`config.mk`:
```
export PLATFORM = sky130hd
export DESIGN_NAME = instruction_sequencer
export DESIGN_NICKNAME = d
export VERILOG_FILES = /design/src/rtl/seq_defs.sv /design/src/rtl/wait_timer.sv /design/src/rtl/instruction_sequencer.sv
export SDC_FILE = /design/constraint.sdc
export NUM_CORES = 1
export LEC_CHECK = 0
export ABC_AREA = 0
export CAP_MARGIN = 15
export CORE_UTILIZATION = 27
export CTS_BUF_LIST = sky130_fd_sc_hd__clkbuf_8
export DETAILED_ROUTE_END_ITERATION = 10
export HOLD_SLACK_MARGIN = 0.05
export RECOVER_POWER = 100
export SLEW_MARGIN = 30
export SYNTH_ARGS = -nofsm -noshare
export SYNTH_HDL_FRONTEND = slang
export SYNTH_SLANG_ARGS = --single-unit
```
`constraint.sdc`:
```
create_clock -name Clock -period 1.7 [get_ports Clock]
set_input_delay 0.255 -clock Clock [delete_from_list [all_inputs] [get_ports Clock]]
set_output_delay 0.255 -clock Clock [all_outputs]
set_load 0.02 [all_outputs]
```
`src/rtl/seq_defs.sv`:
```
// Shared encodings for the instruction sequencer: state codes,
// opcodes and the ALU operation field.
package seq_defs;

    typedef enum logic [3:0] {
        S_IDLE   = 4'd0,
        S_FETCH  = 4'd1,
        S_DECODE = 4'd2,
        S_EXEC   = 4'd3,
        S_MEM    = 4'd4,
        S_WB     = 4'd5,
        S_HALT   = 4'd6
    } state_t;

    typedef enum logic [2:0] {
        OP_ADD = 3'b000,
        OP_SUB = 3'b001,
        OP_AND = 3'b010,
        OP_OR  = 3'b011,
        OP_LD  = 3'b100,
        OP_ST  = 3'b101,
        OP_BEQ = 3'b110,
        OP_HLT = 3'b111
    } opcode_t;

    localparam logic [1:0] ALU_ADD = 2'b00;
    localparam logic [1:0] ALU_SUB = 2'b01;
    localparam logic [1:0] ALU_AND = 2'b10;
    localparam logic [1:0] ALU_OR  = 2'b11;

endpackage

```
`src/rtl/wait_timer.sv`:
```
// Memory-handshake wait counter; expired fires on the TIMEOUT-th
// consecutive waiting cycle, unless the handshake lands that cycle.
module wait_timer #(
    parameter int TIMEOUT = 15
) (
    input  logic Clock,
    input  logic Clear,
    input  logic restart,
    input  logic count_en,
    output logic expired
);

    localparam int CW = $clog2(TIMEOUT + 1);

    logic [CW-1:0] r_count;

    always_ff @(posedge Clock or negedge Clear) begin
        if (!Clear) begin
            r_count <= '0;
        end else if (restart) begin
            r_count <= '0;
        end else if (count_en) begin
            r_count <= r_count + CW'(1);
        end
    end

    assign expired = count_en && (r_count == CW'(TIMEOUT - 1));

endmodule

```
`src/rtl/instruction_sequencer.sv`:
```
// Multi-cycle control sequencer: fetch/decode/execute/memory/writeback
// with a bounded memory handshake and a saturating retire counter.
module instruction_sequencer
    import seq_defs::*;
#(
    parameter int TIMEOUT = 15
) (
    input  logic       Clock,
    input  logic       Clear,
    input  logic       Start,
    input  logic [2:0] OPCODE,
    input  logic       Zero,
    input  logic       MemReady,
    output logic       MemRead,
    output logic       MemWrite,
    output logic       IR_load,
    output logic       PC_inc,
    output logic       PC_load,
    output logic       RegWrite,
    output logic [1:0] ALUop,
    output logic [3:0] State,
    output logic       Halted,
    output logic       BusError,
    output logic [7:0] InstrCount
);

    state_t     r_state;
    logic [7:0] r_icount;
    logic       r_buserr;
    opcode_t    w_op;
    logic       w_waiting;
    logic       w_expired;
    logic       w_retire;

    assign w_op      = opcode_t'(OPCODE);
    assign w_waiting = (r_state == S_FETCH) || (r_state == S_MEM);

    // Restarting on a completed handshake keeps MEM->FETCH from inheriting a stale count
    wait_timer #(.TIMEOUT(TIMEOUT)) u_wait_timer (
        .Clock    (Clock),
        .Clear    (Clear),
        .restart  (!w_waiting || MemReady),
        .count_en (w_waiting && !MemReady),
        .expired  (w_expired)
    );

    always_ff @(posedge Clock or negedge Clear) begin
        if (!Clear) begin
            r_state  <= S_IDLE;
            r_icount <= 8'd0;
            r_buserr <= 1'b0;
        end else begin
            if (w_retire && r_icount != 8'hFF) begin
                r_icount <= r_icount + 8'd1;
            end
            unique case (r_state)
                S_IDLE: begin
                    if (Start) r_state <= S_FETCH;
                end
                S_FETCH: begin
                    if (MemReady) begin
                        r_state <= S_DECODE;
                    end else if (w_expired) begin
                        r_state  <= S_HALT;
                        r_buserr <= 1'b1;
                    end
                end
                S_DECODE: begin
                    unique case (w_op)
                        OP_LD, OP_ST: r_state <= S_MEM;
                        OP_HLT:       r_state <= S_HALT;
                        default:      r_state <= S_EXEC;
                    endcase
                end
                S_EXEC: begin
                    r_state <= (w_op == OP_BEQ) ? S_FETCH : S_WB;
                end
                S_MEM: begin
                    if (MemReady) begin
                        r_state <= (w_op == OP_LD) ? S_WB : S_FETCH;
                    end else if (w_expired) begin
                        r_state  <= S_HALT;
                        r_buserr <= 1'b1;
                    end
                end
                S_WB:    r_state <= S_FETCH;
                S_HALT:  r_state <= S_HALT;
                default: r_state <= S_IDLE;
            endcase
        end
    end

    always_comb begin
        MemRead  = 1'b0;
        MemWrite = 1'b0;
        IR_load  = 1'b0;
        PC_inc   = 1'b0;
        PC_load  = 1'b0;
        RegWrite = 1'b0;
        ALUop    = ALU_ADD;
        w_retire = 1'b0;
        unique case (r_state)
            S_FETCH: begin
                MemRead = 1'b1;
                IR_load = MemReady;
                PC_inc  = MemReady;
            end
            S_EXEC: begin
                if (w_op == OP_BEQ) begin
                    ALUop    = ALU_SUB;
                    PC_load  = Zero;
                    w_retire = 1'b1;
                end else begin
                    ALUop = OPCODE[1:0];
                end
            end
            S_MEM: begin
                MemRead  = (w_op == OP_LD);
                MemWrite = (w_op == OP_ST);
                w_retire = (w_op == OP_ST) && MemReady;
            end
            S_WB: begin
                RegWrite = 1'b1;
                w_retire = 1'b1;
            end
            default: ;
        endcase
    end

    assign State      = r_state;
    assign Halted     = (r_state == S_HALT);
    assign BusError   = r_buserr;
    assign InstrCount = r_icount;

endmodule

```
==> metrics.yaml <==
status: "finished with violations"
violations: "negative setup slack"
vias: 1016
cts_tree: "done"
clockBufferDepth: 2
crit_path_end_kind: "flip-flop"
max_stage_delay_ns: 0.43
powerDensity_nw_per_um2: 588
clock_skew_ns: 0.00444
synth_area_um2: 1050
fin_total_pwr_uw: 1020
critPathKind: "reg -> reg"
hold_class: "in -> async"
path_depth: 6
core_area_um2: 3690
synth.top_cell.area_share_pct: 40.5
synth_top_area_cell: "dfrtp_1"
grt_pass1_vias: 1058
min_period_ns: 1.78
avgRoutedWirePerCell_um: 13.4
cp-start-kind: "flip-flop"
timing.final.crit_share_pct: 105
cellLeakagePower_uw: 0.000785
drt_iter0_markers: 30
grt_pass1_wl_mm: 4.72
cpMaxStageDelayCell: "dfrtp_2"
synthTopCellsByArea: "dfrtp_1, mux2_2, ha_1, nand2_1, nand2b_1"
max_freq_mhz: 560
cp.required_ns: 1.84
grt-ovfl-total: 0
synth_cell_types: 44
n_antenna_cell: 0
rsz0062_at_grt: "true"
start_util_pct: 28.5
die_x_um: 64.4
fillCellCount: 376
syn_nets: 111
max-cap-violations: 0
post-route-drc-count: 0
synth_seq_cells: 17
final_cell_mix: "buf_4, dfrtp_1, clkdlybuf4s50_1, nand2_1, buf_6"
mostFrequentLayoutCell: "buf_4"
ir_worst_vdd_v: 0.000427
cts_buffers: 3
nets: 174
cts.clk_slew.worst_paths_ns: 0.07
routed_wl_mm: 2.82
path_cells: "buf_6, and4bb_2, buf_6, a32oi_4, a211oi_2, mux2_4"
grt_usage_pct: 14.8
rows: 22
grt_max_degree: 11
drive_gt1_share_pct: 40.7
avgViaCountPerCell: 4.84
die_y_um: 64.4
cpLargestDelayFamily: "compound AO/OA/AOI/OAI gates"
root_buffer: "clkbuf_8"
slew_viol_final: 0
htree_levels: 1
area_delta_synth_final_pct: 65.7
gp_congestion: 0.796
cts_num_sinks: 17
avgSynthCellArea_um2: 10.5
hold_viol: 0
crit_path_frequent_cell: "buf_6"
ys_seq_area_share_pct: 40.5
ant_nets: 0
pin_count: 30
timing.critical_path.buf_inv: 2
pre_cts_ws_ns: -0.505
arrival_ns: 1.93
drtPass1Iterations: 4
reg2regPathDepth: 6
io_buffers: 29
insertion_delay_ns: 0.26
dp_hpwl_mm: 2.07
worst_pin_slew_ns: 0.561
dieArea_um2: 4140
slew_headroom_pct: 62.6
setup_viol: 11
setup_ws_ns: -0.0849
antenna_found_initial: 0
syn_inst: 100
critPathMaxFanout: 7
yosysWarningCount: 0
[cell usage after synthesis, drive strengths merged]
library cell,number
a31oi,1
buf,4
a2111oi,1
nor3b,1
and3b,2
o32a,1
o221ai,1
dfrtp,17
mux2i,1
a211oi,2
nor4bb,1
nand4b,1
a32oi,2
a211o,2
mux2,6
inv,2
nand2b,5
conb,1
and2,1
a21boi,3
nand3,4
nor2b,2
nand4,2
xor2,3
and3,4
nand2,9
xnor2,1
nor2,6
ha,3
o32ai,1
a21oi,4
a31o,1
o21bai,1
and4bb,2
o21ai,1
o22ai,1
[cell type report]
| type | count | area, um2 | area share (%) |
|---|---|---|---|
| clock buffer | 3 | 41.3 | 2.37 |
| clock inverter | 1 | 5.00 | 0.288 |
| inverter | 2 | 7.51 | 0.432 |
| multi-input combinational | 77 | 656 | 37.7 |
| sequential | 17 | 430 | 24.7 |
| tap | 48 | 60.1 | 3.45 |
| timing repair buffer | 62 | 539 | 31.0 |
[flip-flops by register name, summed over array words and instances (netlist names)]
signal                count
InstrCount                8
State                     4
u_wait_timer.r_count      4
BusError                  1
[worst paths after layout]
kind                                 startpoint  slack (ns)                        end
max                        State[0]$_DFFE_PN0P_       -0.08  InstrCount[5]$_DFFE_PN0P_
min                                       Clear        0.34  InstrCount[3]$_DFFE_PN0P_
max reg2reg                State[0]$_DFFE_PN0P_       -0.08  InstrCount[5]$_DFFE_PN0P_
min reg2reg                BusError$_DFFE_PN0P_        0.48       BusError$_DFFE_PN0P_
max in group asynchronous                 Clear        0.52       State[3]$_DFFE_PN0P_
min in group Clock         BusError$_DFFE_PN0P_        0.48       BusError$_DFFE_PN0P_
[repair_timing]
action                                 CTS  global route
buffers inserted                         3             2
setup endpoints to repair               20            15
pin swaps                                5             5
hold buffers                             0             0
endpoints found under the hold margin    0             0
resized for setup                       47            18
[report_power, final]
part / total (uW) / internal (uW) / switching [uW]
clock network: 307 / 163 / 144
registers: 445 / 426 / 19.0
logic: 270 / 143 / 127
[metal layers]
metal	global-route usage, %	up-vias	routed length (um)
met5	0	-	0
met4	7.78	0	38
met3	2.32	4	81
met2	25.4	21	1480
met1	17.5	494	1230
li1	-	497	-
[cell families after synthesis]
group | after synthesis | synth area share, %
AOI/OAI and AO/OA | 22 | 17.6
xor gates and xnor gates | 4 | 3.34
adders and majority gates | 3 | 3.58
buffers and inverters | 6 | 2.86
DFF | 17 | 40.5
muxes | 7 | 7.39
other | 1 | 0.357
and+or+nand+nor | 40 | 24.3
[metrics by stage]
step	util [%]	area [um2]	std cells	TNS, ns	hold WS, ns
after CTS	46.0	1700	208	-0.599	0.278
after detailed placement	43.6	1610	201	-5.06	0.473
after floorplan	-	1060	100	0	-0.0406
after global routing	47.2	1740	210	-0.992	0.368
after global placement	43.6	1610	201	-4.57	0.468
final	47.2	1740	210	-0.432	0.337
Note: power is estimated with default switching activity, not from simulation.
==> RTL change 1, RTL diff (same settings) <==
Put one more register stage on the output `InstrCount`, cleared by the reset. The value now appears one clock later. The other outputs are not delayed to match.
--- a/src/rtl/instruction_sequencer.sv
+++ b/src/rtl/instruction_sequencer.sv
@@ -131,5 +131,11 @@
     assign Halted     = (r_state == S_HALT);
     assign BusError   = r_buserr;
-    assign InstrCount = r_icount;
+    always_ff @(posedge Clock or negedge Clear) begin
+        if (!Clear) begin
+            InstrCount <= '0;
+        end else begin
+            InstrCount <= r_icount;
+        end
+    end
 
 endmodule
Function: changed (Yosys sat finds a counterexample within 10 cycles, from zero or initial values).
==> RTL change 1 against the original RTL <==
  * The run still ends with setup timing left
  * Cell area increased by 15%
  * Worst setup slack improved by 54 ps
  * Synthesized cell count increased by 14%
  * Total power increased by 39%
  * First-iteration DRC count increased by 63%
  * Non-clock buffer count decreased by 2
  * Area after synthesis increased by 24%
  * Via count increased by 11%
  * Clock skew increased by 2.9 ps
  * Sequential cell count increased by 8
  * Combinational power increased by 37%
  * Global-route usage decreased by 0.93 points
  * Wire length increased by 13%
  * Critical path type is now flip-flop to output port
==> RTL change 1: results (changes against the original RTL) <==
first-pass GRT wire length: 5.41 mm (was 4.72 mm)
maximum fanout along the worst path: 3 (was 7)
CP startpoint: State[1]$_DFFE_PN0P_ (was State[0]$_DFFE_PN0P_)
routed via count: 1127 (was 1016)
DP Worst Slack: -456 ps (was -505 ps)
syn nets: 125 (was 111)
crit path capture: IR_load (was InstrCount[5]$_DFFE_PN0P_)
vias in the first global route: 1152 (was 1058)
largest cells by area after synthesis: dfrtp_1 (48%), xor2_1 (4.0%), ha_1 (2.9%) (was dfrtp_1 (41%), mux2_2 (4.3%), ha_1 (3.6%))
maximum vdd drop: 0.588 mV (was 0.427 mV)
# fillers: 432 (was 376)
DRT iter0 DRCs: 49 (was 30)
CTS clk-pin slew, worst paths: 90 ps (was 70 ps)
Clock net power: 357 uW (was 307 uW)
worst setup margin: -31.2 ps (was -84.9 ps)
clk_skew: 7.29 ps (was 4.44 ps)
share of cells above drive strength 1: 42.0% (was 40.7%)
CTS root buf: clkbuf_8 (unchanged)
Setup violations, final: 3 (was 11)
crit-path leading delay family: simple AND/OR/NAND/NOR gates (was compound AO/OA/AOI/OAI gates)
worst hold endpoint: InstrCount[6]$_DFF_PN0_
GPL Wtd Cong: 0.874 (was 0.796)
pin count of the biggest net entering global routing: 26 (was 11)
routed length per instance: 14.1 um (was 13.4 um)
Clock Latency Late Sink: 280 ps (was 260 ps)
Total GRT Usage: 13.9% (was 14.8%)
Cell variety after synth: 44 (unchanged)
HP Class: flip-flop to flip-flop (was primary input to async pin)
Worst Reg2Reg Path Length in Cells: 6 (unchanged)
power density over the cells: 709 nW/um^2 (was 588 nW/um^2)
Critical Path AT: 1480 ps (was 1930 ps)
P_leak: 0.825 nW (was 0.785 nW)
violated checks: setup timing (unchanged)
hpwl dp: 2.40 mm (was 2.07 mm)
most common library cells after synthesis: dfrtp_1 (25), nor2_1 (9), xor2_1 (6) (was dfrtp_1 (17), nand2_1 (9), nand2b_1 (5), nor2_1 (5))
Reg2Reg Capture Point: State[0]$_DFFE_PN0P_ (was InstrCount[5]$_DFFE_PN0P_)
Seq. pwr: 692 uW (was 445 uW)
CP peak stage delay: 430 ps (about the same)
initial antenna violation count: 0 (unchanged)
R2R setup slack: -10 ps (was -80 ps)
outcome: finished with violations (unchanged)
YS warnings: 0 (unchanged)
Post-layout nets: 186 (was 174)
worst-margin pin slew: 597 ps (was 561 ps)
Seq/Total Area, Yosys: 48.0% (was 40.5%)
switching power: 418 uW (was 290 uW)
==> RTL change 1: cell count changes after synthesis, sizes merged, moves of 2 or more <==
cell	unedited run	this run
dfrtp	17	25
nand2	9	4
nor4	0	5
mux2	6	2
inv	2	5
nor2	6	9
xor2	3	6
a21boi	3	1
or3b	0	2
==> RTL change 1: cell families after synthesis <==
group,share of synthesized area (%)
compound gates,14.3
xor+xnor,4.70
fa+ha+maj,2.88
buf+inv,4.03
flops,48.0
mux,1.73
other cells,0.288
simple gates,24.1
==> RTL change 1: stage by stage <==
stage / setup TNS (ps) / std cells / utilization, % / cell area, um^2 / hold slack, ps
6_report: -73.9 / 226 / 44.4 / 2000 / 438
5_1_grt: -798 / 226 / 44.4 / 2000 / 468
4_1_cts: -25.1 / 222 / 42.4 / 1910 / 346
3_5_place_dp: -6000 / 218 / 41.3 / 1860 / 424
3_3_place_gp: -5110 / 218 / 41.3 / 1860 / 420
2_1_floorplan: 0 / 114 / - / 1330 / -40.6
==> RTL change 1: per-layer routing <==
metal | vias to the layer above | part of all wire (%) | track usage (%)
li1 | 533 | - | -
met1 | 565 | 38 | 15.1
met2 | 25 | 56 | 26.0
met3 | 4 | 4.8 | 3.94
met4 | 0 | 1.2 | 4.14
met5 | - | 0 | 0
==> RTL change 1: cell type report <==
cell class	count	area, um^2	area share (%)
inverter	5	18.8	0.939
clock buffer	3	41.3	2.07
timing repair buffer	60	520	26.0
multi-input combinational	80	716	35.8
sequential	25	631	31.5
tap	52	65.1	3.25
clock inverter	1	7.51	0.375
==> RTL change 1: timing repair <==
| action | in CTS | in global routing |
|---|---|---|
| endpoints found under the hold margin | 0 | 0 |
| pin swaps | 7 | 16 |
| setup buffers | 1 | 4 |
| endpoints found under the setup margin | 18 | 19 |
| gates resized for setup | 51 | 23 |
==> RTL change 2, RTL diff (same flow settings) <==
Made on the original files. `TIMEOUT` is set to 15 in 2 places; all go to 30.
--- a/src/rtl/wait_timer.sv
+++ b/src/rtl/wait_timer.sv
@@ -2,5 +2,5 @@
 // consecutive waiting cycle, unless the handshake lands that cycle.
 module wait_timer #(
-    parameter int TIMEOUT = 15
+    parameter int TIMEOUT = 30
 ) (
     input  logic Clock,
--- a/src/rtl/instruction_sequencer.sv
+++ b/src/rtl/instruction_sequencer.sv
@@ -4,5 +4,5 @@
     import seq_defs::*;
 #(
-    parameter int TIMEOUT = 15
+    parameter int TIMEOUT = 30
 ) (
     input  logic       Clock,
Function: no difference found for any inputs over 10 cycles, from zero or initial values; that may be too few to reach the edited logic, so the function may still have changed.
==> RTL change 2 against the original RTL <==
  * The run still ends with setup timing left
  * Sequential share of layout area is 1.2 points higher
  * Wire length grew 5.7%
  * Sequential cell count is 1 higher
  * Global-route usage fell by 0.23 points
  * Clock power decreased by 3%
  * Cell area grew 0.50%
  * First-iteration DRC count is 90% higher
  * Total power increased by 28%
  * Worst setup slack gained 16 ps
  * Area after synthesis up 11%
  * Critical path type is now flip-flop to output port
  * Largest cell class unchanged
  * Largest power group is now combinational logic
==> RTL change 2: results (changes against the original RTL) <==
outcome: finished with violations (unchanged)
Final period util: 104% (was 105%)
maximum vdd drop: 0.422 mV (was 0.427 mV)
DRT iter0 DRCs: 57 (was 30)
met1 track demand over resource: 19.0% (was 17.5%)
hpwl dp: 2.20 mm (was 2.07 mm)
worst setup margin: -68.8 ps (was -84.9 ps)
pin count of the biggest net entering global routing: 19 (was 11)
share of cells above drive strength 1: 34.5% (was 40.7%)
Cell variety after synth: 47 (was 44)
syn nets: 127 (was 111)
dpl cells: 212 (was 201)
P_leak: 0.755 nW (was 0.785 nW)
post-route insts no fill: 218 (was 210)
Seq/Total Area, Yosys: 38.8% (was 40.5%)
Setup violations, final: 8 (was 11)
met2 usage: 23.8% (was 25.4%)
Total GRT Usage: 14.6% (was 14.8%)
violated checks: setup timing (unchanged)
Final TNS setup: -152 ps (was -432 ps)
first-pass GRT wire length: 5.00 mm (was 4.72 mm)
Worst Reg2Reg Path Length in Cells: 5 (was 6)
most common library cells after synthesis: dfrtp_1 (18), nor2_1 (10), nand3_1 (6) (was dfrtp_1 (17), nand2_1 (9), nand2b_1 (5), nor2_1 (5))
clk_skew: 6.93 ps (was 4.44 ps)
maximum fanout along the worst path: 2 (was 7)
DP Worst Slack: -462 ps (was -505 ps)
largest cells by area after synthesis: dfrtp_1 (39%), a211oi_2 (3.2%), ha_1 (3.2%) (was dfrtp_1 (41%), mux2_2 (4.3%), ha_1 (3.6%))
Post-layout nets: 180 (was 174)
routed via count: 1082 (was 1016)
# fillers: 397 (was 376)
met3 usage: 3.38% (was 2.32%)
-- RTL change 2: changes by cell type after synthesis, moves of 3 or more --
cell      unedited run  this run
a211oi_2             0         3
mux2_2               4         1
nand2_1              9         5
nor2_1               5        10
o21ai_1              0         3
or3b_1               0         3
-- RTL change 2: kinds of logic after synthesis --
| logic type | Yosys count | share of synthesized area, % |
|---|---|---|
| simple gates | 47 | 26.5 |
| compound gates | 26 | 17.1 |
| flops | 18 | 38.8 |
| buf+inv | 10 | 4.41 |
| xor+xnor | 6 | 4.52 |
| mux | 5 | 5.17 |
| fa+ha+maj | 3 | 3.23 |
| other cells | 1 | 0.323 |
-- RTL change 2: metrics by stage --
stage | cell area (um^2) | util (%) | total power [mW]
floorplan | 1210 | - | 0.762
global placement | 1690 | 41.6 | 0.991
detailed placement | 1690 | 41.6 | 1.00
CTS | 1740 | 42.8 | 1.35
global route | 1750 | 43.1 | 1.40
finish | 1750 | 43.1 | 1.31
-- RTL change 2: timing repair --
item / CTS / global route
hold buffers: 0 / 0
buffers inserted: 4 / 0
gates cloned: 0 / 0
pin swaps: 6 / 5
setup endpoints to repair: 18 / 14
resized for setup: 47 / 13
-- RTL change 2: path summary, 6_finish.rpt --
path	start	to	slack [ps]
min	BusError$_DFFE_PN0P_	BusError$_DFFE_PN0P_	470
max reg2reg	State[0]$_DFFE_PN0P_	InstrCount[7]$_DFFE_PN0P_	-20
min reg2reg	BusError$_DFFE_PN0P_	BusError$_DFFE_PN0P_	470
min in group asynchronous	Clear	InstrCount[6]$_DFFE_PN0P_	680
max	State[2]$_DFFE_PN0P_	PC_load	-70
max in group asynchronous	Clear	State[0]$_DFFE_PN0P_	350
-- RTL change 2: layout make-up --
cell class              count  share of cell area [%]
repair buffers             53                    25.7
well taps                  50                    3.58
flip-flops and latches     18                    26.0
clock inverters             1                   0.215
inverters                   5                    1.07
multi-input cells          88                    41.1
clock buffers               3                    2.36
-- RTL change 2: metal layers --
layer	vias to the layer above	share of wire, %
li1	527	-
met1	508	44
met2	45	48
met3	2	7.3
met4	0	0.67
met5	-	0
-- RTL change 2: critical path: stages (launching register included) --
cell,delay (ps)
dfrtp_2,410
nand2b_4,140
or3b_4,400
nor3_4,170
buf_6,140
-- RTL change 2: report_power, final --
group          switching (mW)  total (mW)  internal, mW
registers              0.0292       0.495         0.466
logic                   0.267       0.517         0.250
clock network           0.139       0.299         0.160
total                   0.435        1.31         0.876
